$ cat src/rtl/uart_recv_if.sv
// Byte-side bus of the UART receiver: received byte plus the one-cycle
// status strobes. The receiver drives the master modport and the
// command/datapath logic consumes it through the slave modport.
interface uart_recv_if;
   logic [7:0] data;
   logic       valid;
   logic       frame_err;
   logic       parity_err;

   modport master (output data, valid, frame_err, parity_err);
   modport slave  (input  data, valid, frame_err, parity_err);
endinterface

$ cat src/rtl/uart_recv.sv
// UART receiver: serial frames on din -> parallel bytes on the bus interface.
// Default build is 8N1. Defining UART_PARITY_EN selects 8E1 (even parity bit
// after bit 7) and enables the parity_err strobe; otherwise parity_err is 0.
// Every decision is taken on the synchronised line sample at mid-bit.
module uart_recv #(
   parameter int CLOCK_FREQ = 100_000_000,
   parameter int BAUD_RATE  = 9600
) (
   input  logic        clk,
   input  logic        rst,
   input  logic        din,
   uart_recv_if.master bus
);
   localparam int          BAUD_DIV  = CLOCK_FREQ / BAUD_RATE;
   localparam int          HALF_DIV  = BAUD_DIV / 2;
   localparam logic [13:0] BAUD_LAST = 14'(BAUD_DIV - 1);
   localparam logic [13:0] HALF_LAST = 14'(HALF_DIV - 1);

   typedef enum logic [2:0] {
      S_IDLE      = 3'd0,
      S_START     = 3'd1,
      S_DATA      = 3'd2,
`ifdef UART_PARITY_EN
      S_PARITY    = 3'd3,
`endif
      S_STOP      = 3'd4,
      S_WAIT_HIGH = 3'd5
   } state_t;

   state_t      r_state;
   logic        r_sync1;
   logic        r_sync2;
   logic        r_din_prev;
   logic [1:0]  r_warm;
   logic [13:0] r_cnt;
   logic [2:0]  r_bit;
   logic [7:0]  r_shift;
   logic [7:0]  r_data;
   logic        r_valid;
   logic        r_frame_err;
   logic        w_din_s;
   logic        w_fall;

   assign w_din_s = r_sync2;
   // r_din_prev only carries real line history, so the reset value of the
   // synchroniser can never look like a start edge on a line held low.
   assign w_fall  = r_din_prev & ~w_din_s;

`ifdef UART_PARITY_EN
   logic r_par_bit;
   logic r_parity_err;
   logic w_par_bad;

   // Even parity: XOR of the data bits equals the transmitted parity bit.
   function automatic logic even_parity(input logic [7:0] d);
      return ^d;
   endfunction

   assign w_par_bad      = even_parity(r_shift) ^ r_par_bit;
   assign bus.parity_err = r_parity_err;
`else
   assign bus.parity_err = 1'b0;
`endif

   assign bus.data      = r_data;
   assign bus.valid     = r_valid;
   assign bus.frame_err = r_frame_err;

   // Two-flop synchroniser plus edge-detect history, armed once real samples arrive.
   always_ff @(posedge clk or negedge rst) begin
      if (!rst) begin
         r_sync1    <= 1'b1;
         r_sync2    <= 1'b1;
         r_din_prev <= 1'b0;
         r_warm     <= 2'd0;
      end else begin
         r_sync1 <= din;
         r_sync2 <= r_sync1;
         if (r_warm == 2'd2) begin
            r_din_prev <= w_din_s;
         end else begin
            r_din_prev <= 1'b0;
            r_warm     <= r_warm + 2'd1;
         end
      end
   end

   // Frame FSM with baud counter, shift register and registered output strobes.
   always_ff @(posedge clk or negedge rst) begin
      if (!rst) begin
         r_state     <= S_IDLE;
         r_cnt       <= 14'd0;
         r_bit       <= 3'd0;
         r_shift     <= 8'h00;
         r_data      <= 8'h00;
         r_valid     <= 1'b0;
         r_frame_err <= 1'b0;
`ifdef UART_PARITY_EN
         r_par_bit    <= 1'b0;
         r_parity_err <= 1'b0;
`endif
      end else begin
         r_valid     <= 1'b0;
         r_frame_err <= 1'b0;
`ifdef UART_PARITY_EN
         r_parity_err <= 1'b0;
`endif
         case (r_state)
            S_IDLE: begin
               r_cnt <= 14'd0;
               r_bit <= 3'd0;
               if (w_fall) begin
                  r_state <= S_START;
               end else begin
                  r_state <= S_IDLE;
               end
            end
            S_START: begin
               if (r_cnt == HALF_LAST) begin
                  r_cnt <= 14'd0;
                  // Line back high at mid start bit means it was only a glitch.
                  if (!w_din_s) begin
                     r_state <= S_DATA;
                  end else begin
                     r_state <= S_IDLE;
                  end
               end else begin
                  r_cnt <= r_cnt + 14'd1;
               end
            end
            S_DATA: begin
               if (r_cnt == BAUD_LAST) begin
                  r_cnt   <= 14'd0;
                  r_shift <= {w_din_s, r_shift[7:1]};
                  r_bit   <= r_bit + 3'd1;
                  if (r_bit == 3'd7) begin
`ifdef UART_PARITY_EN
                     r_state <= S_PARITY;
`else
                     r_state <= S_STOP;
`endif
                  end else begin
                     r_state <= S_DATA;
                  end
               end else begin
                  r_cnt <= r_cnt + 14'd1;
               end
            end
`ifdef UART_PARITY_EN
            S_PARITY: begin
               if (r_cnt == BAUD_LAST) begin
                  r_cnt     <= 14'd0;
                  r_par_bit <= w_din_s;
                  r_state   <= S_STOP;
               end else begin
                  r_cnt <= r_cnt + 14'd1;
               end
            end
`endif
            S_STOP: begin
               if (r_cnt == BAUD_LAST) begin
                  r_cnt <= 14'd0;
                  if (w_din_s) begin
`ifdef UART_PARITY_EN
                     if (w_par_bad) begin
                        r_parity_err <= 1'b1;
                     end else begin
                        r_data  <= r_shift;
                        r_valid <= 1'b1;
                     end
`else
                     r_data  <= r_shift;
                     r_valid <= 1'b1;
`endif
                     r_state <= S_IDLE;
                  end else begin
                     r_frame_err <= 1'b1;
`ifdef UART_PARITY_EN
                     r_parity_err <= w_par_bad;
`endif
                     r_state <= S_WAIT_HIGH;
                  end
               end else begin
                  r_cnt <= r_cnt + 14'd1;
               end
            end
            S_WAIT_HIGH: begin
               r_cnt <= 14'd0;
               if (w_din_s) begin
                  r_state <= S_IDLE;
               end else begin
                  r_state <= S_WAIT_HIGH;
               end
            end
            default: begin
               r_cnt   <= 14'd0;
               r_state <= S_IDLE;
            end
         endcase
      end
   end
endmodule
$ cat src/flat_wrapper.sv
// flat-port wrapper written by rule: the top's interface ports become plain ports
module uart_recv_flat 
#(
   parameter int CLOCK_FREQ = 100_000_000,
   parameter int BAUD_RATE  = 9600
)
  (clk, rst, din, bus_data, bus_valid, bus_frame_err, bus_parity_err);
  uart_recv_if bus_i ();
  input  logic clk;
  input  logic rst;
  input  logic din;
  output wire logic [$bits(bus_i.data)-1:0] bus_data;
  output wire logic [$bits(bus_i.valid)-1:0] bus_valid;
  output wire logic [$bits(bus_i.frame_err)-1:0] bus_frame_err;
  output wire logic [$bits(bus_i.parity_err)-1:0] bus_parity_err;
  assign bus_data = bus_i.data;
  assign bus_valid = bus_i.valid;
  assign bus_frame_err = bus_i.frame_err;
  assign bus_parity_err = bus_i.parity_err;
  uart_recv #(.CLOCK_FREQ(CLOCK_FREQ), .BAUD_RATE(BAUD_RATE)) u_core (.clk(clk), .rst(rst), .din(din), .bus(bus_i));
endmodule
$ cat config.mk
export PLATFORM = sky130hd
export DESIGN_NAME = uart_recv_flat
export DESIGN_NICKNAME = d
export VERILOG_FILES = /design/src/rtl/uart_recv_if.sv /design/src/rtl/uart_recv.sv /design/src/flat_wrapper.sv
export SDC_FILE = /design/constraint.sdc
export NUM_CORES = 1
export LEC_CHECK = 0
export ABC_AREA = 1
export CORE_ASPECT_RATIO = 1.5
export CORE_MARGIN = 5
export CORE_UTILIZATION = 45
export CTS_BUF_LIST = sky130_fd_sc_hd__clkbuf_16
export CTS_CLUSTER_DIAMETER = 50
export DETAILED_ROUTE_END_ITERATION = 8
export GPL_TIMING_DRIVEN = 0
export HOLD_SLACK_MARGIN = 0.12
export PLACE_DENSITY = 0.59
export SETUP_SLACK_MARGIN = 0.2
export SLEW_MARGIN = 20
export SYNTH_ARGS = -nofsm -noshare
export SYNTH_HDL_FRONTEND = slang
export SYNTH_SLANG_ARGS = --single-unit
$ cat constraint.sdc
create_clock -name clk -period 4.15 [get_ports clk]
set_input_delay 1.0375 -clock clk [delete_from_list [all_inputs] [get_ports clk]]
set_output_delay 1.0375 -clock clk [all_outputs]
set_load 0.05 [all_outputs]
==> qor.txt, run 1 <==
Outcome -> finished clean
Placeable Area -> 0.00454 mm2
Clk pin slew, worst setup/hold paths -> 0.06 ns
Peak Freq -> 0.401 GHz
Setup bufs post-CTS -> 0
IO Port Bufs -> 12
P_leak -> 0.00114 uW
Yosys reg bits -> 43
GP Congestion -> 0.882
Total wire length -> 4170 um
Final Hold Viols -> 0
Clk_skew -> 0.00455 ns
Post-DP HPWL -> 3080 um
Initial antenna violation count -> 0
CP required -> 3.11 ns
Net Count, Synth -> 247
Vias in the first global route -> 1612
Fin crit share -> 0.600
Skew-Pair Late Insertion Delay -> 0.28 ns
Ranking of synthesized cells by area -> dfrtp_1 (48%), nand2_1 (10%), inv_1 (5.3%)
Final setup TNS -> 0 ns
Vias post-DR -> 1538
P&R area growth vs syn -> 16.8%
Crit path buf inv count -> 1
TritonCTS Sinks -> 43
Design Area, Final -> 0.00248 mm2
Synth area leader -> dfrtp_1
CTS Buf Count -> 5
Max Cap Viol -> 0
Yosys cell types -> 27
Initial core utilization -> 0.467
H-tree lvl count -> 2
Total GRT Usage -> 0.159
Die Width -> 66.0 um
Placed Instance Area -> 0.00233 mm2
DRC viols -> 0
Clock root buffer -> clkbuf_16
Grt total ovfl -> 0
Final #Nets -> 267
Tightest Hold Check Type -> flop to flop
Wire per inst -> 12.9 um
Layout cell share with drive strength beyond 1 -> 0.138
Post-CTS Hold Fix Bufs -> 0
1st-pass router iterations -> 4
Number of synthesized flops with an enable pin -> 0
Synth Cell Area -> 0.00212 mm2
Max VDD drop -> 0.228 mV
P per Cell Area -> 411 mW/mm2
P_sw -> 289 uW
Slowest stage delay, CP -> 0.81 ns
Internal Pwr Total -> 729 uW
Die ar. -> 0.00621 mm2
Total power -> 1020 uW
Fin Hold WS -> 0.355 ns
Worst setup path class -> flop to primary output
Worst rel slew slack -> 0.664
Tmin final -> 2.49 ns
Mapped Cells -> 239
CP startpoint kind -> flop
Initial DRC count -> 84
First-pass GRT wire length -> 7470 um
Setup violators final -> 0
Synth warn -> 0
Worst slew pin tran -> 0.502 ns
IO Pins -> 14
Via density per instance -> 4.75
Combinational power share -> 0.140
Share of the synthesized area in the top cell type -> 0.484
Async set-reset flop share out of synthesis -> 1.00
Sequential power share -> 0.492
Largest net degree at the start of global routing -> 28
Mean post-synth cell area -> 8.87 um2
Row cnt -> 30
Clock power frac -> 0.369
Switching share of power -> 0.284
Register area share after synthesis -> 0.509
Post_cts resized -> 0
Worst-path cell chain -> clkdlybuf4s50_1
RSZ-0062 raised after global routing -> false
Routed Antenna Nets -> 0
Max-slew violation count -> 0
Crit path max-delay family -> buffers and inverters
CTS tree -> done
Clock Tree Buf Depth -> 2
Critical path arrival -> 1.45 ns
Ant diodes -> 0
Die Y -> 94.1 um
Worst Setup End Kind -> primary output
Maximum fanout along the worst path -> 2
Main flop type after synthesis -> dfrtp_1
Slowest CP cell -> clkdlybuf4s50_1
[final cells by class]
class                      count  area [um2]
sequential                    43        1080
multi-input combinational    160         875
buffer                         6        53.8
fill                         428        2070
timing repair buffer          13         135
inverter                      30         113
clock buffer                   5         125
tap                           64        80.1
clock inverter                 3        16.3
[state kept, by name (all words and copies together), names as in the netlist, 2 cells and up]
signal           flops
u_core.bus.data      8
u_core.r_bit         3
u_core.r_cnt        14
u_core.r_shift       8
u_core.r_state       3
u_core.r_warm        2
[kinds of logic after synthesis]
family,Yosys count,synth area share
XOR/XNOR,10,0.0413
AO/OA/AOI/OAI,34,0.102
AND/OR/NAND/NOR,110,0.238
other,1,0.00177
flip-flops,43,0.509
buffers and inverters,36,0.0785
adder cells (fa/ha/maj),5,0.0295
[power by group through the flow]
stage / registers (uW) / clock network, uW / logic, uW
finish: 501 / 376 / 142
detailed placement: 507 / 0 / 144
global placement: 508 / 0 / 141
floorplan: 494 / 0 / 109
global route: 505 / 408 / 163
CTS: 501 / 387 / 147
[layout by cell type (no fill, tap or decap), drive strengths merged]
| cell type | n |
|---|---|
| a21oi | 12 |
| nand3 | 17 |
| nand2 | 60 |
| nor2 | 24 |
| inv | 31 |
| clkbuf | 5 |
| buf | 8 |
| nand4 | 7 |
| xor2 | 8 |
| o22ai | 1 |
| nor3 | 2 |
| a21boi | 1 |
| conb | 1 |
| clkdlybuf4s50 | 11 |
| clkinvlp | 1 |
| clkinv | 1 |
| ha | 5 |
| xnor2 | 2 |
| dfrtp | 41 |
| dfstp | 2 |
| o21ai | 20 |
[per-layer routing]
metal / part of all wire / track usage / wire length, um
met4: 0.024 / 0.0831 / 99
met1: 0.42 / 0.177 / 1740
met2: 0.54 / 0.279 / 2250
met3: 0.019 / 0.0347 / 79
met5: 0 / 0 / 0
[synthesized netlist by cell type (2+ instances only)]
master,number
ha_1,5
nand3_2,2
buf_4,2
nand4_1,6
buf_6,3
o21ai_2,11
o21ai_1,7
nand2_1,59
dfrtp_1,41
nor2_1,21
nor2_2,2
nand3_1,15
xnor2_1,2
o21ai_0,2
a21oi_1,12
dfstp_2,2
inv_1,30
xor2_1,8
[path summary, 6_finish.rpt]
check	from	to	slack, ns	depth (start not counted)
min in group asynchronous	rst	u_core.r_cnt[9]	0.68	1
hold reg to reg	u_core.r_sync1	u_core.r_sync2	0.36	0
setup / recovery	u_core.bus.data[2]	bus_data[2]	1.66	1
setup reg to reg	u_core.r_cnt[0]	u_core.r_cnt[12]	2.52	7
hold / removal	u_core.r_sync1	u_core.r_sync2	0.36	0
max in group asynchronous	rst	u_core.r_shift[7]	3.00	2
[stage by stage]
stage / setup slack, ns / std cells / utilization
2_1_floorplan: 2.51 / 239 / -
3_3_place_gp: 0.856 / 315 / 0.511
3_5_place_dp: 1.97 / 316 / 0.514
4_1_cts: 1.65 / 324 / 0.545
5_1_grt: 1.62 / 324 / 0.545
6_report: 1.66 / 324 / 0.545
Power figures use the tool's default switching activity.
==> run 2, diff against run 1 <==
Clock period 4.15 ns to 2.5 ns, I/O delays scaled along.
==> results of run 2 <==
The final DEF is identical to that of run 1. Status: finished clean.
Among the figures that moved: setup slack after placement 1.97 ns -> 0.730 ns; setup slack after layout 1.66 ns -> 0.421 ns; hold slack 0.355 ns -> 0.265 ns; register-to-register setup slack 2.52 ns -> 0.87 ns; total power 1020 uW -> 1690 uW; worst IR drop on VDD 0.228 mV -> 0.379 mV
